===== src/rtl/led_fade_sequencer_if.sv =====
// Control and level bundle between the LED fade sequencer
// and the exponential / sigma-delta output stage.
interface led_fade_sequencer_if;
    logic       enable;
    logic       next;
    logic [7:0] red_level;
    logic [7:0] green_level;
    logic [7:0] blue_level;
    logic       level_valid;
    logic [2:0] colour_index;
    logic       busy;

    modport master (
        output enable,
        output next,
        input  red_level,
        input  green_level,
        input  blue_level,
        input  level_valid,
        input  colour_index,
        input  busy
    );

    modport slave (
        input  enable,
        input  next,
        output red_level,
        output green_level,
        output blue_level,
        output level_valid,
        output colour_index,
        output busy
    );
endinterface


===== src/rtl/led_fade_sequencer.sv =====
// Palette walker: ramps three log-domain levels toward each
// of eight fixed colours, dwelling HOLD_TICKS ticks on each.
module led_fade_sequencer #(
    parameter int PREDIV_BITS = 6,
    parameter int STEP        = 1,
    parameter int HOLD_TICKS  = 4096
) (
    input  logic                 clk,
    input  logic                 rst,
    led_fade_sequencer_if.slave  bus
);
    localparam int HW = (HOLD_TICKS > 1) ? $clog2(HOLD_TICKS) : 1;
    localparam logic [HW-1:0] HOLD_LAST = HW'(HOLD_TICKS - 1);
    localparam logic [8:0]    STEP9     = 9'(STEP);
    localparam logic [7:0]    STEP8     = 8'(STEP);

    typedef enum logic [1:0] {S_IDLE, S_FADE, S_HOLD} state_t;

    state_t                 r_state, w_state;
    logic [PREDIV_BITS-1:0] r_pre;
    logic [HW-1:0]          r_hold, w_hold;
    logic                   r_pend, w_pend;
    logic [2:0]             r_idx, w_idx;
    logic [2:0][7:0]        r_lvl, w_lvl, w_tgt, w_stepped;
    logic                   r_valid, r_busy;
    logic                   w_tick;

    // Index 2 = red, 1 = green, 0 = blue.
    function automatic logic [23:0] f_pal(input logic [2:0] idx);
        case (idx)
            3'd0:    f_pal = 24'hFF0000;
            3'd1:    f_pal = 24'hFFFF00;
            3'd2:    f_pal = 24'h00FF00;
            3'd3:    f_pal = 24'h00FFFF;
            3'd4:    f_pal = 24'h0000FF;
            3'd5:    f_pal = 24'hFF00FF;
            3'd6:    f_pal = 24'hFFFFFF;
            default: f_pal = 24'h000000;
        endcase
    endfunction

    // Snap to target when within one step so levels never overshoot.
    function automatic logic [7:0] f_step(input logic [7:0] lvl,
                                          input logic [7:0] tgt);
        logic [8:0] d;
        d = {1'b0, tgt} - {1'b0, lvl};
        if (!d[8])
            f_step = (d <= STEP9) ? tgt : lvl + STEP8;
        else
            f_step = ((-d) <= STEP9) ? tgt : lvl - STEP8;
    endfunction

    assign w_tick = bus.enable && (&r_pre);
    assign w_tgt  = f_pal(r_idx);

    always_comb begin
        for (int c = 0; c < 3; c++)
            w_stepped[c] = f_step(r_lvl[c], w_tgt[c]);
    end

    always_ff @(posedge clk or posedge rst) begin
        if (rst) r_state <= S_IDLE;
        else     r_state <= w_state;
    end

    always_comb begin
        w_state = r_state;
        w_idx   = r_idx;
        w_hold  = r_hold;
        w_pend  = r_pend;
        w_lvl   = r_lvl;
        unique case (r_state)
            S_IDLE: begin
                if (bus.enable) w_state = S_FADE;
            end
            S_FADE: begin
                if (!bus.enable) begin
                    w_state = S_IDLE;
                end else begin
                    if (bus.next) w_pend = 1'b1;
                    if (w_tick) begin
                        w_lvl = w_stepped;
                        if (w_stepped == w_tgt) begin
                            w_state = S_HOLD;
                            w_hold  = '0;
                        end
                    end
                end
            end
            S_HOLD: begin
                if (!bus.enable) begin
                    w_state = S_IDLE;
                end else if (r_pend || (w_tick && r_hold == HOLD_LAST)) begin
                    // A next pulse coinciding with expiry is absorbed here.
                    w_idx   = r_idx + 3'd1;
                    w_pend  = 1'b0;
                    w_state = S_FADE;
                end else begin
                    if (bus.next) w_pend = 1'b1;
                    if (w_tick)   w_hold = r_hold + HW'(1);
                end
            end
            default: w_state = S_IDLE;
        endcase
    end

    always_ff @(posedge clk or posedge rst) begin
        if (rst) begin
            r_pre   <= '0;
            r_hold  <= '0;
            r_pend  <= 1'b0;
            r_idx   <= 3'd0;
            r_lvl   <= '0;
            r_valid <= 1'b0;
            r_busy  <= 1'b0;
        end else begin
            if (bus.enable) r_pre <= r_pre + PREDIV_BITS'(1);
            r_hold  <= w_hold;
            r_pend  <= w_pend;
            r_idx   <= w_idx;
            r_lvl   <= w_lvl;
            r_valid <= (w_lvl != r_lvl);
            r_busy  <= (w_state == S_FADE);
        end
    end

    assign bus.red_level    = r_lvl[2];
    assign bus.green_level  = r_lvl[1];
    assign bus.blue_level   = r_lvl[0];
    assign bus.level_valid  = r_valid;
    assign bus.colour_index = r_idx;
    assign bus.busy         = r_busy;
endmodule


===== src/flat_wrapper.sv =====
// flat-port wrapper written by rule: the top's interface ports become plain ports
module led_fade_sequencer_flat 
#(
    parameter int PREDIV_BITS = 6,
    parameter int STEP        = 1,
    parameter int HOLD_TICKS  = 4096
)
  (clk, rst, bus_enable, bus_next, bus_red_level, bus_green_level, bus_blue_level, bus_level_valid, bus_colour_index, bus_busy);
  led_fade_sequencer_if bus_i ();
  input  logic clk;
  input  logic rst;
  input wire logic [$bits(bus_i.enable)-1:0] bus_enable;
  input wire logic [$bits(bus_i.next)-1:0] bus_next;
  output wire logic [$bits(bus_i.red_level)-1:0] bus_red_level;
  output wire logic [$bits(bus_i.green_level)-1:0] bus_green_level;
  output wire logic [$bits(bus_i.blue_level)-1:0] bus_blue_level;
  output wire logic [$bits(bus_i.level_valid)-1:0] bus_level_valid;
  output wire logic [$bits(bus_i.colour_index)-1:0] bus_colour_index;
  output wire logic [$bits(bus_i.busy)-1:0] bus_busy;
  assign bus_i.enable = bus_enable;
  assign bus_i.next = bus_next;
  assign bus_red_level = bus_i.red_level;
  assign bus_green_level = bus_i.green_level;
  assign bus_blue_level = bus_i.blue_level;
  assign bus_level_valid = bus_i.level_valid;
  assign bus_colour_index = bus_i.colour_index;
  assign bus_busy = bus_i.busy;
  led_fade_sequencer #(.PREDIV_BITS(PREDIV_BITS), .STEP(STEP), .HOLD_TICKS(HOLD_TICKS)) u_core (.clk(clk), .rst(rst), .bus(bus_i));
endmodule

===== config.mk =====
export PLATFORM = sky130hd
export DESIGN_NAME = led_fade_sequencer_flat
export DESIGN_NICKNAME = d
export VERILOG_FILES = /design/src/rtl/led_fade_sequencer_if.sv /design/src/rtl/led_fade_sequencer.sv /design/src/flat_wrapper.sv
export SDC_FILE = /design/constraint.sdc
export NUM_CORES = 1
export LEC_CHECK = 0
export ABC_AREA = 1
export CAP_MARGIN = 20
export CORE_MARGIN = 2
export CORE_UTILIZATION = 30
export CTS_CLUSTER_DIAMETER = 40
export DETAILED_ROUTE_END_ITERATION = 10
export PLACE_DENSITY_LB_ADDON = 0.2
export SYNTH_ARGS = -nofsm -noshare
export SYNTH_HDL_FRONTEND = slang
export SYNTH_SLANG_ARGS = --single-unit

===== constraint.sdc =====
create_clock -name clk -period 5.81 [get_ports clk]
set_input_delay 0.581 -clock clk [delete_from_list [all_inputs] [get_ports clk]]
set_output_delay 0.581 -clock clk [all_outputs]
set_load 0.1 [all_outputs]

==> qor.yml, run 1 <==
status: "finished, final reports clean"
ys_async_sr_fraction_pct: 100
antenna_cells: 0
die_area_um2: 23600
root_buffer: "clkbuf_16"
worst_hold_slack_ps: 483
path_clk_slew_ps: 60
grt.total_usage_pct: 14.8
nNetsFinal: 1195
die_h_um: 154
grt_max_degree: 51
start_util_pct: 30.7
finalHoldViolations: 0
synth.distinct_cells: 40
synth.top_cell.area_share_pct: 19.3
rsz0062_at_grt: "false"
period_minus_slack_ps: 5180
cts_tree: "built"
final_max_slew_viol_count: 0
rows: 54
numPortBuffers: 32
utilization_pct: 34.5
max_freq_mhz: 193
vias: 6739
cts_num_sinks: 50
ys_warn_count: 0
crit_slowest_cell: "fa_1"
fin_setup_tns_ps: 0
endpoint_kind: "register"
hpwl_um: 14200
synth_seq_area_share_pct: 18.6
worstSetupPathType: "reg2reg"
synth_area_um2: 6720
io_pins: 33
start_kind: "register"
tightestPinTransition_ps: 1070
avgRoutedWirePerCell_um: 12.5
gp_congestion: 0.862
drt_wl_total_um: 17800
syn_nets: 1167
post_drt_via_cell_ratio: 4.74
setup_viol: 0
arrival_ps: 5350
antenna_found_initial: 0
skew_ps: 8.85
ant_nets: 0
clock_latency_ps: 290
cap_violations: 0
dr.pass1.iters: 6
numCtsBuffers: 5
core_region_area_um2: 21900
gr-total-overflow: 0
final_common_cell: "nand2_1"
htree_levels: 2
syn_inst: 1114
die_x_um: 154
synth-main-ff-cell: "dfrtp_1"
area_delta_synth_final_pct: 12.2
cp.required_ps: 5980
critPathBufInv: 3
layout-drive-gt1-share_pct: 7.09
drc: 0
min_period_over_period_pct: 89.1
hp-class: "reg2reg"
cpPeakStageDelay_ps: 560
final_cell_mix: "nand2_1, inv_1, nand3_1"
syn_area_per_cell_um2: 6.03
synth_largest_area_cell: "nand2_1"
cts_hold_buf: 0
synth_seq_cells: 50
crit_family: "simple AND/OR/NAND/NOR gates"
drt_iter0_drc: 366
synthTopCellsByArea: "nand2_1, dfrtp_1, inv_1, ha_1, xor2_1"
grt_pass1_wl_um: 30000
grt_pass1_vias: 6174
cts_buffer_depth: 2
crit_top_cell: "nand2_1"
synth_enable_flop_cells: 0
maxSlewHeadroom_pct: 28.6
worst-path-max-fanout: 16
synthesized netlist by cell type (2+ instances only):
| master | instances |
|---|---|
| nand2_2 | 18 |
| or2_2 | 5 |
| inv_1 | 160 |
| o22ai_1 | 2 |
| clkbuf_1 | 12 |
| o21a_1 | 5 |
| nand3b_1 | 4 |
| o21ai_0 | 41 |
| nand2_4 | 2 |
| xnor2_1 | 5 |
| o21ai_1 | 12 |
| a31oi_1 | 7 |
| a21oi_1 | 37 |
| dfrtp_1 | 50 |
| nand3_4 | 3 |
| nor3_1 | 18 |
| fa_1 | 3 |
| inv_2 | 4 |
| nor2_4 | 4 |
| nor2_2 | 10 |
| nand2_1 | 346 |
| xor2_1 | 59 |
| nand3_2 | 9 |
| nand3_1 | 99 |
| nand4_1 | 33 |
| o21bai_1 | 2 |
| ha_1 | 46 |
| buf_2 | 4 |
| a21oi_2 | 5 |
| nor2_1 | 99 |
per-stage QoR:
| stage | setup WS [ps] | instance area, um2 | instances |
|---|---|---|---|
| after floorplan | 848 | 6720 | 1114 |
| after global placement | 657 | 7370 | 1415 |
| after global routing | 94.6 | 7540 | 1422 |
| after CTS | 652 | 7540 | 1422 |
| final | 632 | 7540 | 1422 |
| after detailed placement | 660 | 7370 | 1415 |
timing repair:
item,CTS,global route
endpoints found under the setup margin,0,8
setup buffers,0,0
resized for setup,0,1
state kept, by name, summed over array words and instances, names as in the netlist, 2 cells and up:
register                 cells
u_core.bus.blue_level        8
u_core.bus.colour_index      3
u_core.bus.green_level       8
u_core.bus.red_level         8
u_core.r_hold               12
u_core.r_pre                 6
u_core.r_state               2
cell type report:
type	count	area, um2
repair buffers	39	373
fillers	2473	14300
flip-flops and latches	50	1250
inverters	165	619
clock buffers	6	139
clock inverters	1	30.0
well taps	280	350
multi-input cells	881	4780
per-layer routing:
metal | track usage [%] | part of all wire (%)
met1 | 21.5 | 51
met2 | 24.3 | 45
met3 | 1.61 | 2.3
met4 | 2.36 | 1.1
met5 | 0 | 0
logic make-up (layout without fill, tap and decap cells):
family | Yosys count | in the layout | share of synthesized area (%)
buf+inv | 183 | 211 | 10.5
xor+xnor | 64 | 64 | 8.34
fa+ha+maj | 49 | 49 | 9.45
flops | 50 | 50 | 18.6
simple gates | 654 | 654 | 43.7
compound gates | 114 | 114 | 9.40
path summary, 6_finish.rpt:
check	slack, ps	endpoint	from	cells past startpoint
worst max-delay path	630	u_core.r_hold[2]	u_core.bus.colour_index[0]	25
worst min-delay path	480	u_core.r_pre[4]	u_core.r_pre[4]	1
worst max register to register	630	u_core.r_hold[2]	u_core.bus.colour_index[0]	25
worst min register to register	480	u_core.r_pre[4]	u_core.r_pre[4]	1
max in group asynchronous	4580	u_core.bus.red_level[4]	rst	3
min in group asynchronous	780	u_core.bus.blue_level[4]	rst	3
Power of run 1 is left out: the tool's default activity adds up to more than one toggle a clock period on the data nets, which glitch-free logic cannot reach.
==> run 2: changes to the inputs <==
--- a/config.mk
+++ b/config.mk
@@ -5,13 +5,12 @@
 export SDC_FILE = /design/constraint.sdc
 export NUM_CORES = 1
 export LEC_CHECK = 0
-export ABC_AREA = 1
 export CAP_MARGIN = 20
 export CORE_MARGIN = 2
 export CORE_UTILIZATION = 30
 export CTS_CLUSTER_DIAMETER = 40
 export DETAILED_ROUTE_END_ITERATION = 10
-export PLACE_DENSITY_LB_ADDON = 0.2
+export PLACE_DENSITY = 0.44
 export SYNTH_ARGS = -nofsm -noshare
 export SYNTH_HDL_FRONTEND = slang
 export SYNTH_SLANG_ARGS = --single-unit
==> qor.yml, run 2 <==
core_region_area_um2: 20400  # -7.0%
root_buffer: "clkbuf_16"
syn_nets: 864  # -26%
avgRoutedWirePerCell_um: 17.7  # +41%
synth_largest_area_cell: "dfrtp_1"
die_x_um: 149  # -3.3%
met3_length_um: 683  # +69%
maxSlewHeadroom_pct: 33.9  # +5.4 points
cts_buffer_depth: 2  # unchanged
fin_setup_tns_ps: 0  # unchanged
post_drt_via_cell_ratio: 5.69  # +20%
drt-met1-wl_um: 9630  # +5.0%
cap_violations: 0  # unchanged
worstSetupPathType: "reg2reg"
synth_seq_area_share_pct: 19.9  # +1.3 points
place_area_um2: 6880  # -6.6%
status: "finished, final reports clean"
power.density_nw_per_um2: 302
fillers: 2150  # -13%
multi_input_area_um2: 4700  # -1.6%
io_pins: 33  # unchanged
layout-drive-gt1-share_pct: 6.53  # -0.56 points
grt_max_degree: 51  # unchanged
cts_tree: "built"
reg2regPathDepth: 16  # -36%
antenna_found_initial: 0  # unchanged
gr-total-overflow: 0  # unchanged
worst-path-max-fanout: 13  # -3
gp_congestion: 0.869  # +0.72%
start_kind: "register"
crit_slowest_cell: "o31ai_1"
dr.pass1.iters: 6  # unchanged
hpwl_um: 14700  # +3.4%
syn_inst: 811  # -27%
endpoint_kind: "register"
drt_iter0_drc: 494  # +35%
dr.max_layer_used: "met4"
largest_reg_flops: 12  # unchanged
r2r_slack_ps: 400  # -230 ps
numPortBuffers: 32  # unchanged
die_h_um: 149  # -3.3%
min_period_over_period_pct: 93.1  # +4.0 points
finalHoldViolations: 0  # unchanged
setup_viol: 0  # unchanged
dp_cells: 1089  # -23%
period_minus_slack_ps: 5410  # +230 ps
regMostFlops: "u_core.r_hold"
max_freq_mhz: 185  # -4.3%
ys_async_sr_fraction_pct: 100  # unchanged
cts_num_sinks: 50  # unchanged
htree_levels: 2  # unchanged
synth_enable_flop_cells: 0  # unchanged
grt_pass1_wl_um: 31900  # +6.5%
drc: 0  # unchanged
path_clk_slew_ps: 80  # +20 ps
hold_depth: 1  # unchanged
cpPeakStageDelay_ps: 570  # about the same
tightestPinTransition_ps: 988  # -80.1 ps
final_cell_mix: "nand2_1, nor2_1, xnor2_1"
synth_commonest_cells: "nand2_1, nor2_1, xnor2_1"
numCtsBuffers: 5  # unchanged
register_area_um2: 1250  # +0.20%
synth.top_cell.area_share_pct: 19.9  # +0.62 points
p_leak_nw: 2.85
ys_warn_count: 0  # unchanged
r2r_start: "u_core.bus.colour_index[0]"
final_max_slew_viol_count: 0  # unchanged
ant_nets: 0  # unchanged
drt_wl_total_um: 19400  # +9.0%
start_util_pct: 30.8  # +0.11 points
synth.distinct_cells: 80  # +100%
holdPathEnd: "u_core.r_pre[5]"
cp.required_ps: 6010  # +30 ps
synth-main-ff-cell: "dfrtp_1"
nNetsFinal: 879  # -26%
min_from: "u_core.r_pre[5]"
crit_chain: "inv_1 -> mux2_2 -> inv_1 -> ha_1 -> a21o_1 -> a21o_1 -> or3_1 -> a2111oi_0 -> o211ai_1 -> o31a_1 -> o211ai_2 -> nor3_1 -> and4_1 -> o31ai_1 -> nor3_1 -> a31o_2"
synth_seq_cells: 50  # unchanged
antenna_cells: 0  # unchanged
vias: 6237  # -7.4%
rows: 52  # -3.7%
timing.critical_path.from: "u_core.bus.colour_index[0]"
grt.total_usage_pct: 17.7  # +2.9 points
finalNonFillerCells: 1097  # -23%
clock_latency_ps: 310  # +20 ps
grt_pass1_vias: 6038  # -2.2%
syn_area_per_cell_um2: 7.74  # +28%
fin_area_um2: 7050  # -6.6%
synthTopCellsByArea: "dfrtp_1, ha_1, xnor2_1, o21ai_0, nand2_1"
skew_ps: 5.61  # -3.25 ps
worstReg2RegEnd: "u_core.r_state[1]"
hp-class: "reg2reg"
wl_met2_um: 8850  # +10%
rsz0062_at_grt: "false"
vdd_ir_drop_max_uv: 225
area_delta_synth_final_pct: 12.3
synth_area_um2: 6280  # -6.6%
final_common_cell: "nand2_1"
die_area_um2: 22100  # -6.5%
arrival_ps: 5610  # +260 ps
-- run 2: cell count changes after synthesis, moves of 21 or more --
cell	delta
xnor2_1	+56
nand2_1	-283
nand3_1	-69
nor2_1	-36
xor2_1	-41
nand4_1	-21
inv_1	-114
-- run 2: layer usage --
| layer | track usage (%) | vias to the layer above |
|---|---|---|
| met5 | 0 | - |
| met4 | 4.00 | 0 |
| met3 | 1.99 | 25 |
| met2 | 28.9 | 173 |
| met1 | 25.3 | 2976 |
| li1 | - | 3063 |
-- run 2: cell type report --
type / count / share of cell area [%]
flip-flops and latches: 50 / 17.8
inverters: 51 / 2.72
multi-input cells: 674 / 66.7
repair buffers: 44 / 5.82
clock buffers: 5 / 1.77
well taps: 270 / 4.79
clock inverters: 3 / 0.408
-- run 2: worst max path at each step --
stage,to,slack [ps],cells past startpoint
2_1_floorplan,u_core.r_hold[10],230,21
3_3_place_gp,u_core.bus.level_valid,350,18
3_5_place_dp,u_core.bus.level_valid,270,18
4_1_cts,u_core.bus.level_valid,250,18
5_1_grt,u_core.r_state[1],9,16
6_report,u_core.r_state[1],400,16
-- run 2: report_power, final --
part / leakage [nW] / total, mW / switching [mW] / internal [mW]
sequential: 0.593 / 0.448 / 0.0622 / 0.386
combinational: 2.19 / 1.36 / 0.855 / 0.500
clock: 0.0763 / 0.327 / 0.161 / 0.166
-- run 2: cells by family (layout without fill, tap and decap cells) --
family	Yosys count	count (layout)	synth area share, %
AOI/OAI and AO/OA	265	265	29.6
xor gates and xnor gates	80	80	11.4
adders and majority gates	49	49	10.1
buffers and inverters	87	103	5.42
DFF	50	50	19.9
muxes	13	13	2.19
and+or+nand+nor	267	267	21.3
-- run 2: per-stage QoR --
step | setup slack (ps) | util, % | power [mW] | hold WS, ps
global placement | 353 | 33.8 | 1.78 | 465
detailed placement | 273 | 33.8 | 1.78 | 474
finish | 401 | 34.6 | 2.13 | 488
global route | 8.98 | 34.6 | 2.29 | 516
CTS | 246 | 34.6 | 2.13 | 491
floorplan | 229 | - | 1.48 | 442
-- run 2: what timing repair did --
item	CTS	global route
gates resized for setup	0	5
hold buffers	0	0
setup endpoints to repair	0	11
buffers inserted	0	0
hold endpoints to repair	0	0
-- run 2: worst max-delay path: cells and delay by family (launching register included) --
family,cells,cell delay [ps]
AOI/OAI and AO/OA,8,2650
and+or+nand+nor,4,810
buffers and inverters,2,540
muxes,1,470
DFF,1,430
adders and majority gates,1,390
No activity file was read; power rests on OpenSTA's default activity.
